<file path="config.mk">
export PLATFORM = sky130hd
export DESIGN_NAME = fifo_wr_arbiter
export DESIGN_NICKNAME = d
export VERILOG_FILES = /design/src/rtl/fifo_wr_arbiter.sv
export SDC_FILE = /design/constraint.sdc
export NUM_CORES = 1
export LEC_CHECK = 0
export CAP_MARGIN = 20
export CORE_ASPECT_RATIO = 0.9
export CORE_UTILIZATION = 27
export DETAILED_ROUTE_END_ITERATION = 8
export PLACE_DENSITY = 0.82
export SYNTH_ARGS = -nofsm -noshare
export SYNTH_HDL_FRONTEND = slang
export SYNTH_SLANG_ARGS = --single-unit
</file>
<file path="constraint.sdc">
create_clock -name wr_clk -period 1.75 [get_ports wr_clk]
set_input_delay 0.2625 -clock wr_clk [delete_from_list [all_inputs] [get_ports wr_clk]]
set_output_delay 0.2625 -clock wr_clk [all_outputs]
set_load 0.05 [all_outputs]
</file>
<file path="src/rtl/fifo_wr_arbiter.sv">
// Round-robin, per-burst owner of the FIFO write port; grant registered (1-cycle arbitration latency).
// Backpressure: owner ready = ~fifo_full_i combinationally, stalled beats keep the grant.
module fifo_wr_arbiter #(
    parameter int NUM_REQ    = 4,
    parameter int DATA_WIDTH = 32,
    parameter int MAX_BURST  = 16
) (
    input  logic                          wr_clk,
    input  logic                          reset_n,
    input  logic                          arb_en_i,
    input  logic [NUM_REQ-1:0]            req_valid_i,
    input  logic [NUM_REQ-1:0]            req_last_i,
    input  logic [NUM_REQ*DATA_WIDTH-1:0] req_data_i,
    output logic [NUM_REQ-1:0]            req_ready_o,
    input  logic                          fifo_full_i,
    output logic                          fifo_wr_en_o,
    output logic [DATA_WIDTH-1:0]         fifo_wr_data_o,
    output logic [NUM_REQ-1:0]            grant_o,
    output logic                          busy_o,
    output logic [7:0]                    beat_cnt_o
);
    localparam int                 PTR_W     = $clog2(NUM_REQ);
    localparam logic [0:0]         ST_IDLE   = 1'b0;
    localparam logic [0:0]         ST_BURST  = 1'b1;
    localparam logic [7:0]         LAST_CNT  = 8'(MAX_BURST - 1);
    localparam logic [PTR_W-1:0]   PTR_RST   = PTR_W'(NUM_REQ - 1);
    localparam logic [PTR_W:0]     NREQ_W    = (PTR_W+1)'(NUM_REQ);
    localparam logic [NUM_REQ-1:0] GRANT_LSB = {{(NUM_REQ-1){1'b0}}, 1'b1};

    logic [0:0]            state_q, state_d;
    logic [NUM_REQ-1:0]    grant_q, grant_d;
    logic [PTR_W-1:0]      rr_ptr_q, rr_ptr_d;
    logic [7:0]            beat_cnt_q, beat_cnt_d;

    logic                  pick_vld;
    logic [PTR_W-1:0]      pick_idx;
    logic [PTR_W:0]        cand;
    logic                  owner_vld;
    logic                  owner_last;
    logic [DATA_WIDTH-1:0] owner_dat;
    logic                  in_burst;
    logic                  accept;
    logic                  burst_end;

    // Search rr_ptr+1, rr_ptr+2, ... wrapping; the first valid requester wins.
    always_comb begin
        pick_vld = 1'b0;
        pick_idx = '0;
        cand     = '0;
        for (int k = 1; k <= NUM_REQ; k++) begin
            cand = {1'b0, rr_ptr_q} + (PTR_W+1)'(k);
            if (cand >= NREQ_W) begin
                cand = cand - NREQ_W;
            end
            if (!pick_vld && req_valid_i[cand[PTR_W-1:0]]) begin
                pick_vld = 1'b1;
                pick_idx = cand[PTR_W-1:0];
            end
        end
    end

    always_comb begin
        owner_dat = '0;
        for (int i = 0; i < NUM_REQ; i++) begin
            if (grant_q[i]) begin
                owner_dat = owner_dat | req_data_i[i*DATA_WIDTH +: DATA_WIDTH];
            end
        end
    end

    assign owner_vld  = |(req_valid_i & grant_q);
    assign owner_last = |(req_last_i & grant_q);
    assign in_burst   = (state_q == ST_BURST);
    assign accept     = reset_n && in_burst && owner_vld && !fifo_full_i;
    assign burst_end  = accept && (owner_last || (beat_cnt_q == LAST_CNT));

    always_comb begin
        state_d    = state_q;
        grant_d    = grant_q;
        rr_ptr_d   = rr_ptr_q;
        beat_cnt_d = beat_cnt_q;
        if (state_q == ST_IDLE) begin
            if (arb_en_i && pick_vld) begin
                state_d    = ST_BURST;
                grant_d    = GRANT_LSB << pick_idx;
                rr_ptr_d   = pick_idx;
                beat_cnt_d = '0;
            end
        end else if (burst_end) begin
            // Counter clears here, which is also where MAX_BURST=256 would wrap it.
            state_d    = ST_IDLE;
            grant_d    = '0;
            beat_cnt_d = '0;
        end else if (accept) begin
            beat_cnt_d = beat_cnt_q + 8'd1;
        end
    end

    always_ff @(posedge wr_clk) begin
        if (!reset_n) begin
            state_q    <= ST_IDLE;
            grant_q    <= '0;
            rr_ptr_q   <= PTR_RST;
            beat_cnt_q <= '0;
        end else begin
            state_q    <= state_d;
            grant_q    <= grant_d;
            rr_ptr_q   <= rr_ptr_d;
            beat_cnt_q <= beat_cnt_d;
        end
    end

    assign req_ready_o    = (reset_n && in_burst && !fifo_full_i) ? grant_q : '0;
    assign fifo_wr_en_o   = accept;
    assign fifo_wr_data_o = reset_n ? owner_dat : '0;
    assign grant_o        = grant_q;
    assign busy_o         = in_burst;
    assign beat_cnt_o     = beat_cnt_q;

endmodule

</file>
==> results of run 1 <==
[where the power goes]
part           switching, mW  total, mW  internal, mW  leakage, nW
sequential            0.0272      0.383         0.355        0.127
combinational          0.496       1.13         0.634         1.36
clock                  0.115      0.276         0.161       0.0228
[per-layer routing]
layer  vias up  wire, microns  global-route usage, %
met5         -              0                      0
met4         0            104                   2.82
met3        10            542                   3.58
li1       1233              -                      -
met2       116           4440                   46.7
met1      1252           3330                   30.3
[worst max-delay path: stages]
cell	delay (ns)
sky130_fd_sc_hd__clkdlybuf4s50_1	0.39
sky130_fd_sc_hd__and3b_2	0.23
sky130_fd_sc_hd__a21boi_4	0.25
sky130_fd_sc_hd__buf_6	0.15
sky130_fd_sc_hd__buf_12	0.13
[flip-flops by register name, indices dropped and copies added (netlist names)]
signal and flops:
beat_cnt_o 8, busy_o 1, grant_o 4, rr_ptr_q 2
[layout by cell type (no fill, tap or decap), drive strengths merged, types with 5 or more instances in the layout]
master,netlist,routed
a21boi,33,33
a21oi,6,6
a22oi,68,68
buf,8,74
clkdlybuf4s50,0,134
dfxtp,15,15
nor2,11,11
nor2b,7,7
o21ai,5,5
xor2,5,5
[final cells by class]
| class | instances | area [sq um] |
|---|---|---|
| repair buffers | 213 | 2480 |
| fillers | 413 | 1410 |
| multi-input cells | 172 | 1380 |
| flip-flops and latches | 15 | 322 |
| well taps | 70 | 87.6 |
| clock buffers | 4 | 45.0 |
| inverters | 1 | 3.75 |
[synth_stat cells, types with 3 or more instances]
master / n
sky130_fd_sc_hd__a21boi_0: 32
sky130_fd_sc_hd__xor2_1: 5
sky130_fd_sc_hd__buf_1: 3
sky130_fd_sc_hd__a32oi_1: 4
sky130_fd_sc_hd__dfxtp_1: 15
sky130_fd_sc_hd__nor2_1: 10
sky130_fd_sc_hd__o21ai_0: 5
sky130_fd_sc_hd__clkbuf_1: 13
sky130_fd_sc_hd__buf_2: 4
sky130_fd_sc_hd__and2_1: 4
sky130_fd_sc_hd__a22oi_1: 68
sky130_fd_sc_hd__a21oi_1: 6
sky130_fd_sc_hd__nor2b_1: 7
sky130_fd_sc_hd__nand2_1: 4
[per-stage QoR]
stage               instances  worst slack [ns]  cell area [sq um]  total power, mW  util (%)
floorplan                 209            -0.109               1780            0.855         -
global placement          466            -0.348               4180             1.48      72.9
detailed placement        466            -0.391               4180             1.50      72.9
CTS                       473          0.000246               4280             1.79      74.7
global route              475           0.00935               4310             1.87      75.3
finish                    475            0.0692               4310             1.79      75.3
[kinds of logic after synthesis]
logic type | after synthesis | share of synthesized area (%)
xor gates and xnor gates | 5 | 2.71
adders and majority gates | 1 | 0.774
and+or+nand+nor | 41 | 14.6
DFF | 15 | 18.6
AOI/OAI and AO/OA | 125 | 57.5
buffers and inverters | 22 | 5.88
[what timing repair did]
| action | in CTS | in global routing |
|---|---|---|
| setup endpoints to repair | 45 | 45 |
| pin swaps | 5 | 5 |
| gates resized for setup | 12 | 7 |
| buffers inserted | 3 | 2 |
[how the worst max path moves through the flow]
stage                                  to  slack [ns]  cells past startpoint
4_1_cts                      fifo_wr_en_o      0.0002                      5
6_report                     fifo_wr_en_o        0.07                      5
2_1_floorplan  beat_cnt_o[5]$_SDFFE_PN0P_       -0.11                      5
5_1_grt                fifo_wr_data_o[23]       0.009                      4
3_3_place_gp   beat_cnt_o[3]$_SDFFE_PN0P_       -0.35                      6
3_5_place_dp   beat_cnt_o[3]$_SDFFE_PN0P_       -0.39                      6
==> impl_metrics.yaml, run 1 <==
job:
  max_cap_violations: 0
logic_synthesis:
  postSynth.asyncResetShare_pct: 0
  most_common_flop_cell_mapped_by_yosys: "sky130_fd_sc_hd__dfxtp_1"
  synth.area.top_cells: "sky130_fd_sc_hd__a22oi_1 (32%), sky130_fd_sc_hd__dfxtp_1 (19%), sky130_fd_sc_hd__a21boi_0 (15%), sky130_fd_sc_hd__clkbuf_1 (3.0%), sky130_fd_sc_hd__nor2b_1 (2.7%)"
  synth-edff-count: 0
  syn_nets: 350
  synth.yosys.warnings: 0
  synth.largest_area_cell: "sky130_fd_sc_hd__a22oi_1"
  area_fraction_of_the_dominant_cell_type_after_synthesis_pct: 31.6
  postSynthCellCount: 209
  synth.lib_cells_used.distinct: 37
  yosysSeqAreaShare_pct: 18.6
  mappedNetlistArea_sq_um: 1620
  post_synth.cell_area_avg_sq_um: 7.73
  yosys_register_bits: 15
detailed_routing:
  wl_per_cell_microns: 17.7
  remaining_drc_errors: 0
  drt-vias-per-instance: 5.50
  vias: 2611
  ant_nets: 0
  dr.first_iter.drc_count: 97
  detail_route.wirelength_microns: 8420
  dr.pass1.iters: 4
cts:
  cts_root_buf: "sky130_fd_sc_hd__clkbuf_8"
  clock_insertion_delay_worst_skew_ns: 0.24
  count_of_clock_tree_sinks: 15
  cts_tree: "done"
  cts_hold_buf: 0
  htree_levels: 1
  cts_made_buffers: 3
  cts_max_path_buffers: 2
  clkTransAtPathRegs_ns: 0.06
pwr:
  total_leakage_power_nw: 1.51
  ir_drop_uv: 516
  power.density_cell_area_nw_per_um2: 415
timing:
  post-route-min-period_ns: 1.68
  period_share_pct: 96.0
  fmaxAchievable_mhz: 595
  final-max-slew-violation-count: 0
  setup_viol_count_final: 0
  timing_worst_slew_pin_value_ns: 0.352
  fin_worst_hold_slack_ns: 0.486
  unrepaired_setup_endpoints_after_global_routing: "no"
  worst_slew_margin_rel_pct: 76.3
  timing.setup.tns_ns: 0
  clock_skew_ns: 0.00289
  finalHoldViolCount: 0
finish:
  drive_gt1_share_pct: 31.1
  nNetsFinal: 547
  insertedDiodeCount: 0
  synthToLayoutAreaGrowth_pct: 167
global_route:
  track_usage_pct: 24.4
  globalRoute.totalOverflow: 0
  grt_start_max_net_pins: 41
  grt_antenna_before_repair: 0
  vias_in_the_first_global_route: 2483
  grt_pass1_wl_microns: 12600
hold_path:
  timing.hold.worst.start: "reset_n"
  hold_class: "in -> reg"
  number_of_cells_on_the_worst_hold_path: 3
  min_to: "rr_ptr_q[0]$_SDFFE_PN1P_"
setup_path:
  worst_ep_arrival_time_ns: 1.42
  worst_setup_path_end_kind: "output port"
  worstSetupPathType: "in -> out"
  ff2ff_setup_slack_ns: 0.19
  worstSetupStartpoint: "fifo_full_i"
  startpoint_type: "input port"
  timing.reg2reg.worst_path_depth: 7
  reg2reg_from: "grant_o[2]$_SDFFE_PN0P_"
  r2r-end: "beat_cnt_o[3]$_SDFFE_PN0P_"
  cp_max_fo: 3
  worst_ep_required_time_ns: 1.49
status:
  run_status: "completed"
placement:
  gp_congestion: 0.862
  detail_placement_hpwl_microns: 6670
  io_buffers: 189
floorplan:
  design.die.area_sq_um: 6300
  die_x_microns: 83.6
  start_util_pct: 28.2
  io_pins: 190
  dieHeight_microns: 75.4
  area_of_the_core_region_sq_um: 5730
  rows: 26
(Power assumes the default switching activity.)
==> inputs of run 2 (changes only) <==
--- a/config.mk
+++ b/config.mk
@@ -6,10 +6,12 @@
 export NUM_CORES = 1
 export LEC_CHECK = 0
 export CAP_MARGIN = 20
+export CELL_PAD_IN_SITES_DETAIL_PLACEMENT = 0
+export CELL_PAD_IN_SITES_GLOBAL_PLACEMENT = 1
 export CORE_ASPECT_RATIO = 0.9
-export CORE_UTILIZATION = 27
+export CORE_UTILIZATION = 17
 export DETAILED_ROUTE_END_ITERATION = 8
-export PLACE_DENSITY = 0.82
+export PLACE_DENSITY = 0.83
 export SYNTH_ARGS = -nofsm -noshare
 export SYNTH_HDL_FRONTEND = slang
 export SYNTH_SLANG_ARGS = --single-unit
==> impl_metrics.yaml, run 2 (synthesized netlist as in run 1, its figures left out) <==
job:
  max_cap_violations: 0
timing:
  setup_viol_count_final: 0
  fmaxAchievable_mhz: 591
  clock_skew_ns: 0.00269
  post-route-min-period_ns: 1.69
  period_share_pct: 96.7
  timing_worst_slew_pin_value_ns: 0.307
  final-max-slew-violation-count: 0
  unrepaired_setup_endpoints_after_global_routing: "no"
  finalHoldViolCount: 0
  worst_slew_margin_rel_pct: 79.3
setup_path:
  crit_path_cell_trace: "buf_4 > a22oi_1 > a21boi_1 > buf_12"
  reg2reg_from: "busy_o$_SDFF_PN0_"
  worst_ep_required_time_ns: 1.49
  timing.critical_path.slowest_cell_delay_ns: 0.38
  worstSetupStartpoint: "grant_o[0]$_SDFFE_PN0P_"
  worst_ep_arrival_time_ns: 1.43
  crit_slowest_cell: "sky130_fd_sc_hd__dfxtp_4"
  worstSetupPathType: "reg -> out"
  startpoint_type: "flop"
  worst_setup_path_end_kind: "output port"
  cp_max_fo: 15
floorplan:
  design.die.area_sq_um: 9900
  area_of_the_core_region_sq_um: 9170
  die_x_microns: 105
  io_pins: 190
  rows: 33
  start_util_pct: 17.6
  dieHeight_microns: 94.5
pwr:
  total_leakage_power_nw: 1.55
  power.density_cell_area_nw_per_um2: 408
  ir_drop_uv: 201
cts:
  cts_made_buffers: 3
  clkTransAtPathRegs_ns: 0.06
  cts_root_buf: "sky130_fd_sc_hd__clkbuf_8"
  htree_levels: 1
  cts_tree: "done"
  clock_insertion_delay_worst_skew_ns: 0.24
  cts_max_path_buffers: 2
  count_of_clock_tree_sinks: 15
global_route:
  vias_in_the_first_global_route: 2512
  grt_antenna_before_repair: 0
  grt_pass1_wl_microns: 14100
  grt_start_max_net_pins: 41
  globalRoute.totalOverflow: 0
  track_usage_pct: 18.0
finish:
  final_common_cell: "sky130_fd_sc_hd__clkdlybuf4s50_1"
  num-fill-cells: 868
  post-route-util_pct: 48.5
  nNetsFinal: 552
  finish.instance_area_sq_um: 4450
  area.sequential_sq_um: 322
  mostFrequentLayoutCells: "sky130_fd_sc_hd__clkdlybuf4s50_1 (134), sky130_fd_sc_hd__a22oi_1 (66), sky130_fd_sc_hd__buf_12 (43)"
  drive_gt1_share_pct: 31.2
  final_cell_count_no_fill: 532
  synthToLayoutAreaGrowth_pct: 175
  insertedDiodeCount: 0
  multi_input_gate_area_in_the_final_layout_sq_um: 1370
  largest_register_ffs: 8
detailed_routing:
  drt-vias-per-instance: 4.91
  remaining_drc_errors: 0
  wl_per_cell_microns: 18.0
  detail_route.wirelength_microns: 9600
  vias: 2610
  ant_nets: 0
  dr.pass1.iters: 4
  dr.first_iter.drc_count: 98
placement:
  io_buffers: 189
  placed_area_sq_um: 4260
  gp_congestion: 0.801
  detail_placement_hpwl_microns: 7390
  dpl.cell_count: 521
hold_path:
  hold_class: "in -> reg"
  timing.hold.worst.start: "reset_n"
status:
  run_status: "completed"
-- run 2: layout make-up --
type | count | area share, %
Tap cell | 122 | 3.43
Sequential cell | 15 | 7.23
Inverter | 1 | 0.0844
Multi-Input combinational cell | 173 | 30.9
Timing Repair Buffer | 217 | 57.3
Clock buffer | 4 | 1.01
-- run 2: final timing paths --
kind / endpoint / slack, ns / depth (start not counted)
worst max register to register: beat_cnt_o[5]$_SDFFE_PN0P_ / 0.18 / 5
worst min register to register: beat_cnt_o[7]$_SDFFE_PN0P_ / 0.53 / 2
worst max-delay path: fifo_wr_data_o[0] / 0.06 / 4
worst min-delay path: rr_ptr_q[1]$_SDFFE_PN1P_ / 0.48 / 3
-- run 2: report_power, final --
part	switching, mW	internal [mW]	leakage, nW
combinational	0.503	0.642	1.40
clock	0.123	0.161	0.0228
sequential	0.0308	0.355	0.127
total	0.656	1.16	1.55
-- run 2: repair_timing --
action,4_1_cts,5_1_grt
endpoints found under the setup margin,42,23
setup buffers,3,3
gates resized for setup,18,5
pin swaps,4,5
hold buffers,0,0
cloned,1,0
-- run 2: metal layers --
layer  vias to the layer above  routed length [microns]  GRT usage (%)
met5                         -                        0              0
met4                         0                       79           3.64
met3                         6                      575           2.55
met2                       108                     4730           30.4
met1                      1250                     4210           24.4
li1                       1246                        -              -
-- run 2: critical path, delay by kind of cell, from the launching register on --
kind / cells / cell delay [ns]
buf+inv: 2 / 0.42
compound gates: 2 / 0.37
flops: 1 / 0.38
-- run 2: stage by stage --
step	setup TNS, ns	power [mW]	setup WS, ns	hold WS [ns]
final	0	1.81	0.0572	0.484
after floorplan	-0.744	0.855	-0.109	0.491
after global routing	0	1.89	0.00461	0.501
after CTS	-0.0249	1.81	-0.0170	0.532
after global placement	-5.55	1.50	-0.363	0.492
after detailed placement	-5.18	1.51	-0.400	0.521
==> inputs of run 3 (changes only) <==
==> constraint.sdc (replaced) <==
create_clock -name wr_clk -period 1.6 [get_ports wr_clk]
set_input_delay 0.32 -clock wr_clk [delete_from_list [all_inputs] [get_ports wr_clk]]
set_output_delay 0.32 -clock wr_clk [all_outputs]
set_load 0.05 [all_outputs]
==> impl_metrics.yaml, run 3 (synthesized netlist as in run 1, its figures left out) <==
status:
  run_status: "complete, but fails checks"
  violated_checks: "setup timing"
pwr:
  clkPwrFrac_pct: 14.0
  switching_power_mw: 0.821
  power.density_cell_area_nw_per_um2: 426
  power.internal_mw: 1.40
  ir_drop_uv: 301
  power.share.combinational_pct: 66.9
  fraction_of_power_consumed_by_sequential_logic_pct: 19.0
  total_leakage_power_nw: 1.82
  p_sw_share_pct: 36.9
finish:
  final_cell_count_no_fill: 553
  largest_register_ffs: 8
  post-route-util_pct: 56.9
  drive_gt1_share_pct: 49.4
  final_common_cell: "sky130_fd_sc_hd__clkdlybuf4s50_1"
  multi_input_gate_area_in_the_final_layout_sq_um: 1830
  num-fill-cells: 768
  area.sequential_sq_um: 322
  insertedDiodeCount: 0
  synthToLayoutAreaGrowth_pct: 223
  mostFrequentLayoutCells: "sky130_fd_sc_hd__clkdlybuf4s50_1 (133), sky130_fd_sc_hd__a22oi_2 (52), sky130_fd_sc_hd__buf_12 (51)"
  nNetsFinal: 573
  finish.instance_area_sq_um: 5220
setup_path:
  number_of_buffers_and_inverters_on_the_critical_path: 1
  timing.reg2reg.worst_path_depth: 6
  startpoint_type: "flop"
  worstSetupPathType: "reg -> reg"
  path_delay_family: "simple AND/OR/NAND/NOR gates"
  worst_setup_path_end_kind: "flop"
  worst_ep_arrival_time_ns: 1.89
  crit_slowest_cell: "sky130_fd_sc_hd__or4_4"
  cp_num_cells: 6
  reg2reg_from: "grant_o[2]$_SDFFE_PN0P_"
  r2r-end: "beat_cnt_o[5]$_SDFFE_PN0P_"
  timing.critical_path.slowest_cell_delay_ns: 0.51
  cp_max_fo: 8
  crit_path_cell_trace: "a22oi_2 > a21boi_4 > buf_6 > nor2_4 > or4_4 > a21oi_2"
  ff2ff_setup_slack_ns: -0.11
  worst_ep_required_time_ns: 1.78
floorplan:
  dieHeight_microns: 94.5
  start_util_pct: 17.6
  design.die.area_sq_um: 9900
  die_x_microns: 105
  rows: 33
  io_pins: 190
  area_of_the_core_region_sq_um: 9170
timing:
  final-max-slew-violation-count: 0
  fmaxAchievable_mhz: 585
  finalHoldViolCount: 0
  post-route-min-period_ns: 1.71
  unrepaired_setup_endpoints_after_global_routing: "yes"
  clock_skew_ns: 0.00321
  fin_worst_hold_slack_ns: 0.542
  timing_worst_slew_pin_value_ns: 0.383
  final_critical_path_setup_slack_ns: -0.109
  worst_slew_margin_rel_pct: 74.3
  setup_viol_count_final: 35
  period_share_pct: 107
global_route:
  grt_antenna_before_repair: 0
  track_usage_pct: 18.4
  vias_in_the_first_global_route: 2757
  grt_start_max_net_pins: 29
  grt_pass1_wl_microns: 14500
  globalRoute.totalOverflow: 0
hold_path:
  timing.hold.worst.start: "rr_ptr_q[0]$_SDFFE_PN1P_"
  min_to: "rr_ptr_q[0]$_SDFFE_PN1P_"
  hold_class: "reg -> reg"
  number_of_cells_on_the_worst_hold_path: 2
detailed_routing:
  detail_route.wirelength_microns: 10200
  dr.first_iter.drc_count: 50
  remaining_drc_errors: 0
  drt-vias-per-instance: 4.95
  ant_nets: 0
  dr.pass1.iters: 6
  vias: 2735
  wl_per_cell_microns: 18.4
placement:
  dpl.cell_count: 532
  detail_placement_hpwl_microns: 7610
  preCtsSetupSlack_ns: -0.575
  io_buffers: 189
  gp_congestion: 0.796
  placed_area_sq_um: 4650
cts:
  cts_root_buf: "sky130_fd_sc_hd__clkbuf_8"
  cts_hold_buf: 0
  cts_made_buffers: 3
  clock_insertion_delay_worst_skew_ns: 0.25
  clkTransAtPathRegs_ns: 0.06
  cts_tree: "done"
  htree_levels: 1
  count_of_clock_tree_sinks: 15
  cts_max_path_buffers: 2
job:
  max_cap_violations: 0
==> run 3: cell count changes in the layout (fill, tap and decap cells not counted), sizes merged <==
cell and delta:
dlymetal6s2s -3, buf +22, clkdlybuf4s50 -1, and3b -1, clkbuf +4
==> run 3: per-stage QoR <==
| stage | total power [mW] | setup TNS [ns] |
|---|---|---|
| finish | 2.22 | -1.19 |
| global route | 2.32 | -3.36 |
| CTS | 2.17 | -2.00 |
| detailed placement | 1.76 | -14.20 |
| global placement | 1.74 | -13.41 |
| floorplan | 1.00 | -3.14 |
==> run 3: power by group through the flow <==
stage | clock network, mW | registers [mW] | logic (mW)
after global routing | 0.341 | 0.427 | 1.55
final | 0.312 | 0.423 | 1.49
after floorplan | 0 | 0.451 | 0.554
after detailed placement | 0 | 0.432 | 1.33
after CTS | 0.314 | 0.421 | 1.44
after global placement | 0 | 0.432 | 1.31
==> run 3: layout make-up <==
type                    count  share of cell area, %
flip-flops and latches     15                   6.16
repair buffers            239                   54.9
inverters                   1                 0.0719
clock buffers               4                  0.863
multi-input cells         172                   35.1
well taps                 122                   2.92
==> run 3: worst max path at each step <==
stage                                      end                     from  slack (ns)
floorplan           beat_cnt_o[5]$_SDFFE_PN0P_        busy_o$_SDFF_PN0_       -0.26
global placement    beat_cnt_o[4]$_SDFFE_PN0P_           req_valid_i[2]       -0.57
detailed placement  beat_cnt_o[4]$_SDFFE_PN0P_           req_valid_i[2]       -0.58
CTS                         fifo_wr_data_o[19]  grant_o[2]$_SDFFE_PN0P_        -0.1
global route        beat_cnt_o[5]$_SDFFE_PN0P_  grant_o[2]$_SDFFE_PN0P_       -0.15
finish              beat_cnt_o[5]$_SDFFE_PN0P_  grant_o[2]$_SDFFE_PN0P_       -0.11
==> run 3: worst reg2reg max path, stage by stage, from the launching register on <==
cell,delay [ns]
sky130_fd_sc_hd__dfxtp_4,0.46
sky130_fd_sc_hd__a22oi_2,0.13
sky130_fd_sc_hd__a21boi_4,0.22
sky130_fd_sc_hd__buf_6,0.14
sky130_fd_sc_hd__nor2_4,0.04
sky130_fd_sc_hd__or4_4,0.51
sky130_fd_sc_hd__a21oi_2,0.14
==> run 3: timing repair <==
item | in CTS | in global routing
setup buffers | 13 | 2
gates cloned | 1 | 2
endpoints found under the setup margin | 51 | 50
resized for setup | 61 | 34
pin swaps | 14 | 12
==> run 3: layer usage <==
layer / up-vias / GRT usage (%) / wire length [microns]
li1: 1289 / - / -
met5: - / 0 / 0
met1: 1326 / 21.4 / 4100
met2: 106 / 35.6 / 5390
met4: 0 / 4.46 / 175
met3: 14 / 2.69 / 502
